**config.mk**
```make
export PLATFORM = sky130hd
export DESIGN_NAME = warp_decode_queue
export DESIGN_NICKNAME = d
export VERILOG_FILES = /design/src/rtl/common_pkg.sv /design/src/rtl/decode_fields.sv /design/src/rtl/warp_decode_queue.sv
export SDC_FILE = /design/constraint.sdc
export NUM_CORES = 1
export LEC_CHECK = 0
export BUFFER_PORTS_ARGS = -buffer_cell sky130_fd_sc_hd__buf_4
export CAP_MARGIN = 20
export CORE_ASPECT_RATIO = 1.25
export CORE_MARGIN = 10
export CORE_UTILIZATION = 31
export CTS_BUF_LIST = sky130_fd_sc_hd__clkbuf_4 sky130_fd_sc_hd__clkbuf_8
export DETAILED_ROUTE_END_ITERATION = 6
export PLACE_DENSITY_LB_ADDON = 0.2
export SLEW_MARGIN = 40
export SYNTH_ARGS = -nofsm -noshare
export SYNTH_HDL_FRONTEND = slang
export SYNTH_SLANG_ARGS = --single-unit
```
**constraint.sdc**
```tcl
create_clock -name clk -period 8.6 [get_ports clk]
set_clock_uncertainty 0.2 [all_clocks]
set_input_delay 1.72 -clock clk [delete_from_list [all_inputs] [get_ports clk]]
set_output_delay 1.72 -clock clk [all_outputs]
set_load 0.01 [all_outputs]
```
**src/rtl/common_pkg.sv**
```systemverilog
// Shared decode encodings for the warp decode queue: opcodes, ALU/branch codes,
// immediate selects and the decoded bundle layout.
package common_pkg;

  typedef enum logic [6:0] {
    OP_LUI    = 7'b0110111,
    OP_AUIPC  = 7'b0010111,
    OP_JAL    = 7'b1101111,
    OP_JALR   = 7'b1100111,
    OP_BRANCH = 7'b1100011,
    OP_LOAD   = 7'b0000011,
    OP_STORE  = 7'b0100011,
    OP_IMM    = 7'b0010011,
    OP_REG    = 7'b0110011
  } opcode_t;

  localparam logic [3:0] ALU_ADD   = 4'd0;
  localparam logic [3:0] ALU_SUB   = 4'd1;
  localparam logic [3:0] ALU_SLL   = 4'd2;
  localparam logic [3:0] ALU_SLT   = 4'd3;
  localparam logic [3:0] ALU_SLTU  = 4'd4;
  localparam logic [3:0] ALU_XOR   = 4'd5;
  localparam logic [3:0] ALU_SRL   = 4'd6;
  localparam logic [3:0] ALU_SRA   = 4'd7;
  localparam logic [3:0] ALU_OR    = 4'd8;
  localparam logic [3:0] ALU_AND   = 4'd9;
  localparam logic [3:0] ALU_PASSB = 4'd10;

  localparam logic [1:0] BRJ_NONE = 2'd0;
  localparam logic [1:0] BRJ_BR   = 2'd1;
  localparam logic [1:0] BRJ_JAL  = 2'd2;
  localparam logic [1:0] BRJ_JALR = 2'd3;

  typedef enum logic [2:0] {
    IMM_NONE = 3'd0,
    IMM_I    = 3'd1,
    IMM_S    = 3'd2,
    IMM_B    = 3'd3,
    IMM_U    = 3'd4,
    IMM_J    = 3'd5
  } imm_sel_t;

  typedef struct packed {
    logic        Scalar;
    logic        LdReg;
    logic [1:0]  IsBR_J;
    logic        DMemEN;
    logic [1:0]  DataSize;
    logic        DMemR_W;
    logic        Usign;
    logic        RS1Mux;
    logic [2:0]  BR;
    logic [3:0]  ALUK;
    logic        RS2Mux;
    logic        Finish;
    logic        Illegal;
    logic [4:0]  RS1Addr;
    logic [4:0]  RS2Addr;
    logic [4:0]  RDAddr;
    logic [31:0] IMM;
  } dec_bundle_t;

  localparam int DEC_W = $bits(dec_bundle_t);

  function automatic logic [31:0] imm_gen(input logic [31:0] instr, input imm_sel_t sel);
    logic [31:0] imm;
    case (sel)
      IMM_I:   imm = {{20{instr[31]}}, instr[31:20]};
      IMM_S:   imm = {{20{instr[31]}}, instr[31:25], instr[11:7]};
      IMM_B:   imm = {{19{instr[31]}}, instr[31], instr[7], instr[30:25], instr[11:8], 1'b0};
      IMM_U:   imm = {instr[31:12], 12'h000};
      IMM_J:   imm = {{11{instr[31]}}, instr[31], instr[19:12], instr[20], instr[30:21], 1'b0};
      default: imm = 32'h0000_0000;
    endcase
    return imm;
  endfunction

  // alt selects SUB/SRA; callers mask it for immediates where bit 30 is data
  function automatic logic [3:0] alu_op(input logic [2:0] f3, input logic alt);
    logic [3:0] op;
    case (f3)
      3'b000:  op = alt ? ALU_SUB : ALU_ADD;
      3'b001:  op = ALU_SLL;
      3'b010:  op = ALU_SLT;
      3'b011:  op = ALU_SLTU;
      3'b100:  op = ALU_XOR;
      3'b101:  op = alt ? ALU_SRA : ALU_SRL;
      3'b110:  op = ALU_OR;
      3'b111:  op = ALU_AND;
      default: op = ALU_ADD;
    endcase
    return op;
  endfunction

endpackage

```
**src/rtl/decode_fields.sv**
```systemverilog
// Purely combinational instruction -> dec_bundle_t decoder.
// Optional DEC_ILLEGAL_EN flags and neutralises unknown opcodes.
module decode_fields
  import common_pkg::*;
(
  input  logic [31:0] i_instr,
  output dec_bundle_t o_dec
);

  opcode_t     w_opc;
  logic [2:0]  w_f3;
  logic        w_alt;
  imm_sel_t    w_sel;
  dec_bundle_t w_d;

  assign w_opc = opcode_t'(i_instr[6:0]);
  assign w_f3  = i_instr[14:12];
  assign w_alt = i_instr[30];

  // Field decode; defaults describe a register-writing ADD with immediate operand
  always_comb begin
    w_d         = '0;
    w_sel       = IMM_NONE;
    w_d.LdReg   = 1'b1;
    w_d.RS2Mux  = 1'b1;
    w_d.ALUK    = ALU_ADD;
    w_d.Finish  = (i_instr == 32'h0000_0000);
    w_d.RS1Addr = i_instr[19:15];
    w_d.RS2Addr = i_instr[24:20];
    w_d.RDAddr  = i_instr[11:7];
    case (w_opc)
      OP_LUI: begin
        w_d.Scalar = 1'b1;
        w_d.ALUK   = ALU_PASSB;
        w_sel      = IMM_U;
      end
      OP_AUIPC: begin
        w_d.Scalar = 1'b1;
        w_d.RS1Mux = 1'b1;
        w_sel      = IMM_U;
      end
      OP_JAL: begin
        w_d.Scalar = 1'b1;
        w_d.RS1Mux = 1'b1;
        w_d.IsBR_J = BRJ_JAL;
        w_sel      = IMM_J;
      end
      OP_JALR: begin
        w_d.IsBR_J = BRJ_JALR;
        w_sel      = IMM_I;
      end
      OP_BRANCH: begin
        w_d.LdReg  = 1'b0;
        w_d.IsBR_J = BRJ_BR;
        w_d.BR     = w_f3;
        w_d.Usign  = w_f3[1];
        w_d.RS2Mux = 1'b0;
        w_d.ALUK   = ALU_SUB;
        w_sel      = IMM_B;
      end
      OP_LOAD: begin
        w_d.DMemEN   = 1'b1;
        w_d.DataSize = w_f3[1:0];
        w_d.Usign    = w_f3[2];
        w_sel        = IMM_I;
      end
      OP_STORE: begin
        w_d.LdReg    = 1'b0;
        w_d.DMemEN   = 1'b1;
        w_d.DMemR_W  = 1'b1;
        w_d.DataSize = w_f3[1:0];
        w_sel        = IMM_S;
      end
      OP_IMM: begin
        w_d.ALUK = alu_op(w_f3, w_alt && (w_f3 == 3'b101));
        w_sel    = IMM_I;
      end
      OP_REG: begin
        w_d.RS2Mux = 1'b0;
        w_d.ALUK   = alu_op(w_f3, w_alt);
      end
      default: begin
`ifdef DEC_ILLEGAL_EN
        // the all-zero Finish word is a legitimate terminator, not illegal
        if (!w_d.Finish) begin
          w_d.Illegal = 1'b1;
          w_d.LdReg   = 1'b0;
          w_d.DMemEN  = 1'b0;
          w_d.IsBR_J  = BRJ_NONE;
        end else begin
          w_d.Illegal = 1'b0;
        end
`else
        w_d.Illegal = 1'b0;
`endif
      end
    endcase
    w_d.IMM = imm_gen(i_instr, w_sel);
  end

  assign o_dec = w_d;

endmodule

```
**src/rtl/warp_decode_queue.sv**
```systemverilog
// Multi-warp decode stage: decode, per-warp FIFOs, round-robin issue, flush/halt.
// Optional macro DEC_ILLEGAL_EN enables illegal-opcode flagging and illegal_pulse.
module warp_decode_queue
  import common_pkg::*;
#(
  parameter  int NUM_WARPS = 4,
  parameter  int DEPTH     = 4,
  localparam int WID_W     = $clog2(NUM_WARPS)
) (
  input  logic                 clk,
  input  logic                 reset,
  input  logic                 in_valid,
  output logic                 in_ready,
  input  logic [WID_W-1:0]     in_warp,
  input  logic [31:0]          in_instr,
  input  logic [NUM_WARPS-1:0] warp_issue_en,
  input  logic                 flush_valid,
  input  logic [WID_W-1:0]     flush_warp,
  output logic                 out_valid,
  input  logic                 out_ready,
  output logic [WID_W-1:0]     out_warp,
  output logic [DEC_W-1:0]     out_dec,
  output logic [NUM_WARPS-1:0] halted,
  output logic                 illegal_pulse
);

  localparam int PTR_W = $clog2(DEPTH);
  localparam int CNT_W = PTR_W + 1;

  dec_bundle_t          r_mem    [NUM_WARPS][DEPTH];
  logic [PTR_W-1:0]     r_wr_ptr [NUM_WARPS];
  logic [PTR_W-1:0]     r_rd_ptr [NUM_WARPS];
  logic [CNT_W-1:0]     r_count  [NUM_WARPS];
  logic [NUM_WARPS-1:0] r_halted;
  logic [WID_W-1:0]     r_rr;

  dec_bundle_t          w_dec;
  logic [NUM_WARPS-1:0] w_full;
  logic [NUM_WARPS-1:0] w_flush;
  logic [NUM_WARPS-1:0] w_elig;
  logic [NUM_WARPS-1:0] w_push_v;
  logic [NUM_WARPS-1:0] w_pop_v;
  logic [WID_W:0]       w_sum;
  logic [WID_W-1:0]     w_idx;
  logic [WID_W-1:0]     w_win;
  logic [WID_W-1:0]     w_rr_next;
  logic                 w_found;
  logic                 w_push;
  logic                 w_pop;

  decode_fields u_decode_fields (
    .i_instr (in_instr),
    .o_dec   (w_dec)
  );

  // Per-warp status: full, flush target, issue eligibility (flush target excluded)
  always_comb begin
    w_full  = '0;
    w_flush = '0;
    w_elig  = '0;
    for (int w = 0; w < NUM_WARPS; w++) begin
      w_full[w]  = (r_count[w] == CNT_W'(DEPTH));
      w_flush[w] = flush_valid && (flush_warp == WID_W'(w));
      w_elig[w]  = (r_count[w] != '0) && warp_issue_en[w] && !w_flush[w];
    end
  end

  assign in_ready = !w_full[in_warp] && !r_halted[in_warp] && !w_flush[in_warp];
  assign w_push   = in_valid && in_ready;

  // Round-robin search: first eligible warp at or after r_rr, wrapping
  always_comb begin
    w_found = 1'b0;
    w_win   = '0;
    w_sum   = '0;
    w_idx   = '0;
    for (int i = 0; i < NUM_WARPS; i++) begin
      w_sum = {1'b0, r_rr} + (WID_W+1)'(i);
      w_idx = (w_sum >= (WID_W+1)'(NUM_WARPS)) ? WID_W'(w_sum - (WID_W+1)'(NUM_WARPS))
                                               : w_sum[WID_W-1:0];
      w_win   = (w_found || !w_elig[w_idx]) ? w_win : w_idx;
      w_found = w_found || w_elig[w_idx];
    end
  end

  assign w_pop     = w_found && out_ready;
  assign w_rr_next = (w_win == WID_W'(NUM_WARPS-1)) ? '0 : w_win + WID_W'(1);
  assign out_valid = w_found;
  assign out_warp  = w_found ? w_win : '0;
  assign out_dec   = w_found ? r_mem[w_win][r_rd_ptr[w_win]] : '0;
  assign halted    = r_halted;

  // Per-warp push/pop strobes
  always_comb begin
    w_push_v = '0;
    w_pop_v  = '0;
    for (int w = 0; w < NUM_WARPS; w++) begin
      w_push_v[w] = w_push && (in_warp == WID_W'(w));
      w_pop_v[w]  = w_pop && (w_win == WID_W'(w));
    end
  end

  // FIFO pointers, occupancy and halt flags; flush wins over push/pop of its warp
  always_ff @(posedge clk or negedge reset) begin
    if (!reset) begin
      for (int w = 0; w < NUM_WARPS; w++) begin
        r_wr_ptr[w] <= '0;
        r_rd_ptr[w] <= '0;
        r_count[w]  <= '0;
      end
      r_halted <= '0;
    end else begin
      for (int w = 0; w < NUM_WARPS; w++) begin
        if (w_flush[w]) begin
          r_wr_ptr[w] <= '0;
          r_rd_ptr[w] <= '0;
          r_count[w]  <= '0;
          r_halted[w] <= 1'b0;
        end else begin
          if (w_push_v[w]) begin
            r_wr_ptr[w] <= r_wr_ptr[w] + PTR_W'(1);
            if (w_dec.Finish) begin
              r_halted[w] <= 1'b1;
            end
          end
          if (w_pop_v[w]) begin
            r_rd_ptr[w] <= r_rd_ptr[w] + PTR_W'(1);
          end
          case ({w_push_v[w], w_pop_v[w]})
            2'b10:   r_count[w] <= r_count[w] + CNT_W'(1);
            2'b01:   r_count[w] <= r_count[w] - CNT_W'(1);
            default: r_count[w] <= r_count[w];
          endcase
        end
      end
    end
  end

  // Entry storage; contents are only observed through valid head pointers
  always_ff @(posedge clk) begin
    if (w_push) begin
      r_mem[in_warp][r_wr_ptr[in_warp]] <= w_dec;
    end
  end

  // Round-robin pointer advances only on an actual issue
  always_ff @(posedge clk or negedge reset) begin
    if (!reset) begin
      r_rr <= '0;
    end else if (w_pop) begin
      r_rr <= w_rr_next;
    end
  end

`ifdef DEC_ILLEGAL_EN
  logic r_illegal;

  // One-cycle flag for an accepted illegal instruction
  always_ff @(posedge clk or negedge reset) begin
    if (!reset) begin
      r_illegal <= 1'b0;
    end else begin
      r_illegal <= w_push && w_dec.Illegal;
    end
  end

  assign illegal_pulse = r_illegal;
`else
  assign illegal_pulse = 1'b0;
`endif

endmodule

```
# == Word-level counts from Yosys, hierarchy flattened ==
# Memory sizes are Yosys's and may differ from the RTL's.
# Cells that the tools add are included.
# totals
reg_bits,34
word_cells,269
output_inout_bits,76
ram_bits,1056
input_bits,45
mem_count,1
# classes
bitwise_logic,4
n_reduce_logical,78
mux,89
n_eq_ne,42
order_cmp,14
add_sub_neg,24
# mem_list
name,words,word_bits,rd,rd_clocked_by_memory_dff,wr,line_no,rtl
r_mem,4,264,1,0,1,warp_decode_queue.sv:30,dec_bundle_t r_mem [NUM_WARPS][DEPTH];
# ops
operator,count
2-to-1 mux 268 bit,1
2-to-1 mux 67 bit,4
case mux 32 bit (5 select lines),1
binary-select mux 67 bit (select 2 bit),1
demux 67 bit (select 2 bit),1
case mux 4 bit (8 select lines),2
2-to-1 mux 2 bit,30
logical NOT 32 bit,1
"equality test 3 bit, second input constant",10
logical AND 1 bit,26
2-to-1 mux 1 bit,26
case mux 3 bit (2 select lines),4
nonzero test 2 bit,12
nonzero test 3 bit,8
"equality test 7 x 6 -> 1 bit, second input constant",3
"equality test 7 bit, second input constant",3
">= comparator 3 bit, second input constant",7
"equality test 2 bit, second input constant",10
"adder 2 x 1 -> 2 bit, second input constant",9
2-to-1 mux 3 bit,6
case mux 4 bit (4 select lines),1
"< comparator 2 x 3 -> 1 bit, second input constant",5
case mux 3 bit (5 select lines),1
binary-select mux 1 bit (select 2 bit),7
other kinds (23),72

# == Depth between registers and ports, before layout ==
# Gate-level depths: netlist of the first run.
# logic_depth
word_depth,20
depth_mapped,17
mapped_depth_nobuf,13

# == Cells and area by module ==
# From an unflattened synthesis of the first run, not the netlist that was laid out.
# hier_totals
cells_unflattened,2555
area_unflattened_um2,45562.4
# modules_own_cells
mod,seq_area_each_um2,instances,cells_per_inst,area_each_um2
warp_decode_queue,33041.7,1,2421,44712.9
decode_fields,0.0,1,134,849.6

# == Least setup slack after synthesis of the first run ==
# No wires, ideal clock.
# synth_path
kind,input to register
start,input port in_warp[1]
end,"memory r_mem[0][198] in the netlist's numbering, enable pin"
stages,7
n_path_buf,1
required_time_ps,7829
setup_slack_ps,83
arrival_time_ps,7746
setup_ps,571
path_cell_list,clkbuf_1 > inv_1 > a2111oi_0 > or3_1 > nand3_1 > or3_1 > nor3_1
# synth_between
elab_chain_cells,10
elab_cells_between_ends,24
classes_between,order compare (2); mux (13); bitwise (2); reduce/logical (7)
# synth_rtl
item,line_no,rtl
from (decl),warp_decode_queue.sv:14,"input logic [WID_W-1:0] in_warp,"
inverter 2 -> 3 bit (implied by the code),warp_decode_queue.sv:142,r_mem[in_warp][r_wr_ptr[in_warp]] <= w_dec;
binary-select mux 2 bit (select 2 bit),warp_decode_queue.sv:142,
2-to-1 mux 2 bit (implied by the code) (2 in a row),warp_decode_queue.sv:142,
inverter 2 -> 3 bit (implied by the code),warp_decode_queue.sv:142,
>= comparator 3 bit (implied by the code) or < comparator 3 x 1 -> 1 bit (tied branches),warp_decode_queue.sv:142,
logical AND 1 bit (implied by the code),warp_decode_queue.sv:142,
2-to-1 mux 67 bit (implied by the code),warp_decode_queue.sv:142,
demux 67 bit (select 2 bit),warp_decode_queue.sv:142,
2-to-1 mux 268 bit (implied by the code),warp_decode_queue.sv:142,
to (decl),warp_decode_queue.sv:30,
# Several ways; a longest one is shown, not always the timed one. The select of a mux whose other input is x is not followed.

# == Worst setup path after layout of the first run ==
# layout_path
start,input port flush_warp[1]
end,output port out_dec[61]
# layout_between
elab_chain_cells,20
elab_cells_between_ends,47
classes_between,eq/ne (3); mux (19); bitwise (2); reduce/logical (22); memory (1)
# layout_rtl
item,line_no,rtl
from (decl),warp_decode_queue.sv:18,"input logic [WID_W-1:0] flush_warp,"
"equality test 2 x 1 -> 1 bit, or another cell as far along",warp_decode_queue.sv:63,w_flush[w] = flush_valid && (flush_warp == WID_W'(w));
logical AND 1 bit,warp_decode_queue.sv:63,
logical NOT 1 bit,warp_decode_queue.sv:64,w_elig[w] = (r_count[w] != '0) && warp_issue_en[w] && !w_flush[w];
logical AND 1 bit,warp_decode_queue.sv:64,
binary-select mux 1 bit (select 2 bit),"warp_decode_queue.sv:81, warp_decode_queue.sv:82",
2-to-1 mux 1 bit (implied by the code),"warp_decode_queue.sv:81, warp_decode_queue.sv:82",
logical NOT 1 bit,warp_decode_queue.sv:81,w_win = (w_found || !w_elig[w_idx]) ? w_win : w_idx;
logical OR 1 bit,warp_decode_queue.sv:81,
2-to-1 mux 2 bit (3 in a row),warp_decode_queue.sv:81,
inverter 2 -> 3 bit (implied by the code),warp_decode_queue.sv:90,assign out_dec = w_found ? r_mem[w_win][r_rd_ptr[w_win]] : '0;
binary-select mux 2 bit (select 2 bit),warp_decode_queue.sv:90,
2-to-1 mux 2 bit (implied by the code) (2 in a row),warp_decode_queue.sv:90,
inverter 2 -> 3 bit (implied by the code),warp_decode_queue.sv:90,
binary-select mux 67 bit (select 2 bit),warp_decode_queue.sv:90,
2-to-1 mux 67 bit (implied by the code) (2 in a row),warp_decode_queue.sv:90,
2-to-1 mux 67 bit *,warp_decode_queue.sv:90,
to (decl),warp_decode_queue.sv:22,"output logic [DEC_W-1:0] out_dec,"
# Every way passes the cells marked *; elsewhere a longest branch is shown, timed or not. The select of a mux whose other input is x is not followed.

==> metrics, run 1 <==
outcome=completed; DR vias=about 24000; Layout Utilization=36.1%; Fin. Hold Viols=0; post-CTS setup buffer count=0; Tcrit/Tclk final=88.0%; critical path required time=6.68 ns; Total GRT Usage=15.6%; Final ANT Viol Nets=0; Crit Path Max Fanout=~120; Critical Path Start Type=input port; count of different cell masters after synthesis=64; H-Tree Depth=4; sequential share of the synthesized area=between 70 and 80%; maxcap violations=0; clk sinks=1090; clock-pin slew on the worst setup and hold paths=0.05 ns; kind of critical path=input port to output port; Synth async-reset ratio=3.12%; total power=16700 uW; Hold EP=r_count[8]; area leader, netlist=edfxtp_1; initial core utilization=31.2%; PortBufs=118; WHS Path Cells=1; drt drc=0; peak supply drop=approximately 250 uV; Synth Area per Inst=18.2 um2; R2R Setup Slk=4.49 ns; worst min-delay path class=flop to flop; First-pass DRT Iterations=6; Critical Path End Type=output port; dominant cell by count in the synthesized netlist=edfxtp_1; # fillers=approximately 13000; num rows=~150; CTS Hold Buffers Added=0; final setup fails=0; min-delay src=r_count[8]; headroom to the max-slew limit=40.7%; gr ovfl total=0; post-CTS sizing=0; I/O Pins=121; ratio of cells with drive above 1 in the final layout=25.9%; worst r2r dst=r_mem[3][48]; top cells by count, synth=edfxtp_1 (1056), a211oi_1 (244), nor2b_1 (143); EDFF count, synth=1056; synthesized area=0.0439 mm2; first-pass GRT wire length=178 mm; Max clock buf depth=3; number of buffers created by CTS=around 170; fin crit period=7.57 ns; RD Place Congestion=0.796; Die Area=0.157 mm2; largest net degree at the start of global routing=roughly 160; dpl hpwl=67.7 mm; Post-synth top flop=edfxtp_1; via-per-instance ratio=5.11; max-slew violation count=0; Area contributors post-synth=edfxtp_1 (72%), mux4_2 (6.6%), a211oi_1 (4.2%); Die Ht=441 um; initial DRC count=1765; Post-Syn Instances=2420; Clock Latency Late Sink=0.87 ns; core area=between 0.1 and 0.15 mm2; Fmax=~130 MHz; drt wl/cell=26.8 um; initial antenna violation count=10; Leakage=between 0.015 and 0.02 uW; NumNets Final=2671; post-synth top area share=between 70% and 80%; Die Wd=357 um; Reg-to-Reg Start=r_count[4]; Reg2Reg Depth=8; P&R area growth vs syn=15.6%; routed wire length=124 mm; clk root buf=clkbuf_8; Synth Register Bits=~1100; total negative slack=0 ns; critical path arrival=5.65 ns; Pwr Density=329 mW/mm2; number of global-route vias before repair=24825; Worst-Margin Slew=0.890 ns; RSZ-0062 raised after global routing=false; synthesis warning total=0; TritonCTS clock tree=done
layer usage:
metal  vias to the layer above  track usage, %  part of all wire (%)
li1                      10286               -                     -
met1                     12497            18.9                    41
met2                       670            27.6                    52
met3                       197            3.40                   5.1
met4                        14            4.41                   2.2
met5                         -               0                 0.073
worst max path at each step:
stage                              from             to  slack [ns]  cells after the start
after floorplan              in_warp[1]  r_mem[0][198]        0.08                      7
after global placement      flush_valid     out_dec[7]        1.08                     11
after detailed placement  flush_warp[1]    out_dec[61]        1.08                     13
after CTS                 flush_warp[1]    out_dec[58]        1.07                     13
after global routing      flush_warp[1]     out_dec[0]        0.78                     13
final                     flush_warp[1]    out_dec[61]        1.03                     13
placed cells by master, fill, tap and decap left out, drive strengths merged, types with 15 or more instances in the layout:
| master | count |
|---|---|
| mux4 | 134 |
| nor2 | 61 |
| dfrtp | 34 |
| mux2i | 141 |
| nor2b | 143 |
| clkbuf | 236 |
| xnor2 | 15 |
| a21oi | 82 |
| edfxtp | 1056 |
| nand2 | 39 |
| inv | 23 |
| buf | 192 |
| a211oi | 264 |
| clkinv | 66 |
| o22ai | 68 |
| nor3 | 81 |
layout make-up:
| type | instances | area (um2) | area share (%) |
|---|---|---|---|
| antenna | 1 | 2.50 | 0.00493 |
| clock buffer | 236 | 2860 | 5.63 |
| multi-input combinational | 1148 | 10600 | 20.8 |
| clock inverter | 78 | 490 | 0.966 |
| timing repair buffer | 192 | 1860 | 3.65 |
| sequential | 1090 | 32600 | 64.1 |
| tap | 1872 | 2340 | 4.61 |
| inverter | 16 | 70.1 | 0.138 |
where the power goes:
group / internal [uW] / switching, uW / total [uW]
Sequential: 6040 / 147 / 6180
Clock: 2210 / 2050 / 4270
Combinational: 2570 / 3700 / 6270
Total: 10800 / 5900 / 16700
flip-flops by register name, summed over array words and instances (netlist names):
name and count:
r_mem 1056, r_rr 2, r_wr_ptr 8, r_rd_ptr 8, halted 4, r_count 12
critical path, cell delays in order:
cell and delay [ns]:
buf_4 0.13, nor3b_2 0.55, or4_1 0.22, o311ai_2 0.15, or2_2 0.45, inv_8 0.54
buf_12 0.38, buf_4 0.43, a211oi_1 0.09, a211oi_1 0.31, a211oi_2 0.09, nor3_2 0.17
buf_4 0.15
cell families (layout without fill, tap and decap cells):
group,count (synthesis),after routing,share of synthesized area (%)
AO/OA/AOI/OAI,465,465,7.58
XOR/XNOR,20,20,0.399
adder cells (fa/ha/maj),5,5,0.211
buffers and inverters,183,522,2.22
flip-flops,1090,1090,74.1
multiplexers,275,275,10.1
other,1,3,0.00854
AND/OR/NAND/NOR,381,381,5.34
stage by stage:
stage	cells	setup WS, ns	hold slack (ns)	cell area, um2
2_1_floorplan	2421	0.0828	0.271	43900
3_3_place_gp	4309	1.08	0.309	47200
3_5_place_dp	4317	1.08	0.317	47400
4_1_cts	4631	1.07	0.326	50700
5_1_grt	4633	0.778	0.360	50800
6_report	4633	1.03	0.326	50800
(Power assumes the default switching activity.)
==> run 2, diff against run 1 <==
--- a/config.mk
+++ b/config.mk
@@ -5,13 +5,13 @@
 export SDC_FILE = /design/constraint.sdc
 export NUM_CORES = 1
 export LEC_CHECK = 0
-export BUFFER_PORTS_ARGS = -buffer_cell sky130_fd_sc_hd__buf_4
 export CAP_MARGIN = 20
 export CORE_ASPECT_RATIO = 1.25
-export CORE_MARGIN = 10
+export CORE_MARGIN = 2
 export CORE_UTILIZATION = 31
 export CTS_BUF_LIST = sky130_fd_sc_hd__clkbuf_4 sky130_fd_sc_hd__clkbuf_8
 export DETAILED_ROUTE_END_ITERATION = 6
+export DONT_BUFFER_PORTS = 1
 export PLACE_DENSITY_LB_ADDON = 0.2
 export SLEW_MARGIN = 40
 export SYNTH_ARGS = -nofsm -noshare
==> metrics, run 2 (synthesized netlist as in run 1, its figures left out) <==
clk sinks=1090; worst path buffer plus inverter count=1; CP max stage delay=around 0.68 ns; Die Area=between 0.1 and 0.15 mm2; clk root buf=clkbuf_8; Leakage=0.0147 uW; core area=0.141 mm2; critical path cell sequence=and3b_1 -> nor2_1 -> o311ai_2 -> o21ai_0 -> a32oi_4 -> buf_12 -> mux4_2 -> o22ai_1 -> nor3_2; initial core utilization=a little under a third; peak supply drop=331 uV; Tcrit/Tclk final=83.5%; worst r2r dst=r_mem[0][175]; worst min-delay path class=input port to async pin; Die Ht=425 um; CP max stage cell=a32oi_4; Max clock buf depth=3; Largest register FFs=roughly 1100; largest net degree at the start of global routing=165; drt wl/cell=27.2 um; P&R area growth vs syn=12.9%; R2R Setup Slk=4.18 ns; delay-heaviest family, CP=compound AO/OA/AOI/OAI gates; First-pass DRT Iterations=6; final setup fails=0; I/O Pins=121; routed wire length=around 120 mm; headroom to the max-slew limit=42.4%; TritonCTS clock tree=done; Fmax=~140 MHz; fin crit period=7.18 ns; commonest non-fill, non-tap cell in the layout=edfxtp_1; Fin. Hold Viols=0; Pwr Density=between 300 and 400 mW/mm2; H-Tree Depth=4; most frequent cells in the layout=edfxtp_1 (1056), a211oi_1 (244), clkbuf_8 (168); Cell Area, Placed=0.0463 mm2; Clock Latency Late Sink=roughly 0.88 ns; kind of critical path=input port to output port; Final ANT Viol Nets=0; RD Place Congestion=around 0.77; max-slew violation count=0; drt drc=0; Worst-Margin Slew=0.858 ns; Critical Path End Type=output port; dpl hpwl=65.4 mm; post-CTS sizing=0; Reg-to-Reg Start=r_count[9]; post-CTS setup buffer count=0; DR vias=23036; final instance area=about 0.05 mm2; PortBufs=0; critical path required time=6.68 ns; ratio of cells with drive above 1 in the final layout=21.7%; gr ovfl total=0; Die Wd=around 340 um; RSZ-0062 raised after global routing=false; critical path arrival=about 5.3 ns; Critical Path Start Type=input port; Crit Path Max Fanout=69; NumNets Final=2544; number of buffers created by CTS=165; initial antenna violation count=5; clock-pin slew on the worst setup and hold paths=roughly 0.070 ns; Total GRT Usage=about 17%; initial DRC count=2049; total negative slack=0 ns; first-pass GRT wire length=175 mm; Reg2Reg Depth=7; via-per-instance ratio=slightly above 5; outcome=completed; CTS Hold Buffers Added=0; maxcap violations=0; num rows=154; number of global-route vias before repair=around 24000
==> run 2: where the power goes <==
part	total, uW	internal [uW]	switching (uW)
clock	4160	2120	2050
sequential	6220	6040	186
combinational	5470	2000	3470
==> run 2: worst max path at each step <==
stage,from,to,slack (ns),cells after the start
2_1_floorplan,in_warp[1],r_mem[0][198],0.08,7
3_3_place_gp,flush_warp[1],out_dec[0],1.23,9
3_5_place_dp,flush_warp[1],out_dec[1],1.38,9
4_1_cts,flush_warp[1],out_dec[1],1.38,9
5_1_grt,flush_warp[1],out_dec[66],1.23,10
6_report,flush_warp[1],out_dec[32],1.42,9
==> run 2: layout make-up <==
cell class,count,area (um2)
Antenna cell,2,5.00
Clock buffer,198,2540
Clock inverter,103,642
Fill cell,13048,91300
Inverter,16,70.1
Multi-Input combinational cell,1148,10600
Sequential cell,1090,32600
Tap cell,1872,2340
Timing Repair Buffer,73,818
==> run 2: routing by layer <==
layer  part of all wire [%]  vias up  global-route usage (%)
met3                    6.2      192                    4.65
met2                     52      590                    29.9
met4                    2.1       10                    4.54
li1                       -    10040                       -
met1                     40    12204                    20.0
met5                  0.056        -                       0
==> run 2: per-stage QoR <==
step	utilization (%)	setup slack [ns]	hold slack, ns	power, uW	cells
after global placement	32.8	1.23	0.288	11900	4192
final	35.2	1.42	0.333	15900	4502
after CTS	35.2	1.38	0.215	16200	4497
after global routing	35.2	1.23	0.244	16700	4502
after detailed placement	32.9	1.38	0.322	12000	4196
after floorplan	-	0.0828	0.271	10400	2421
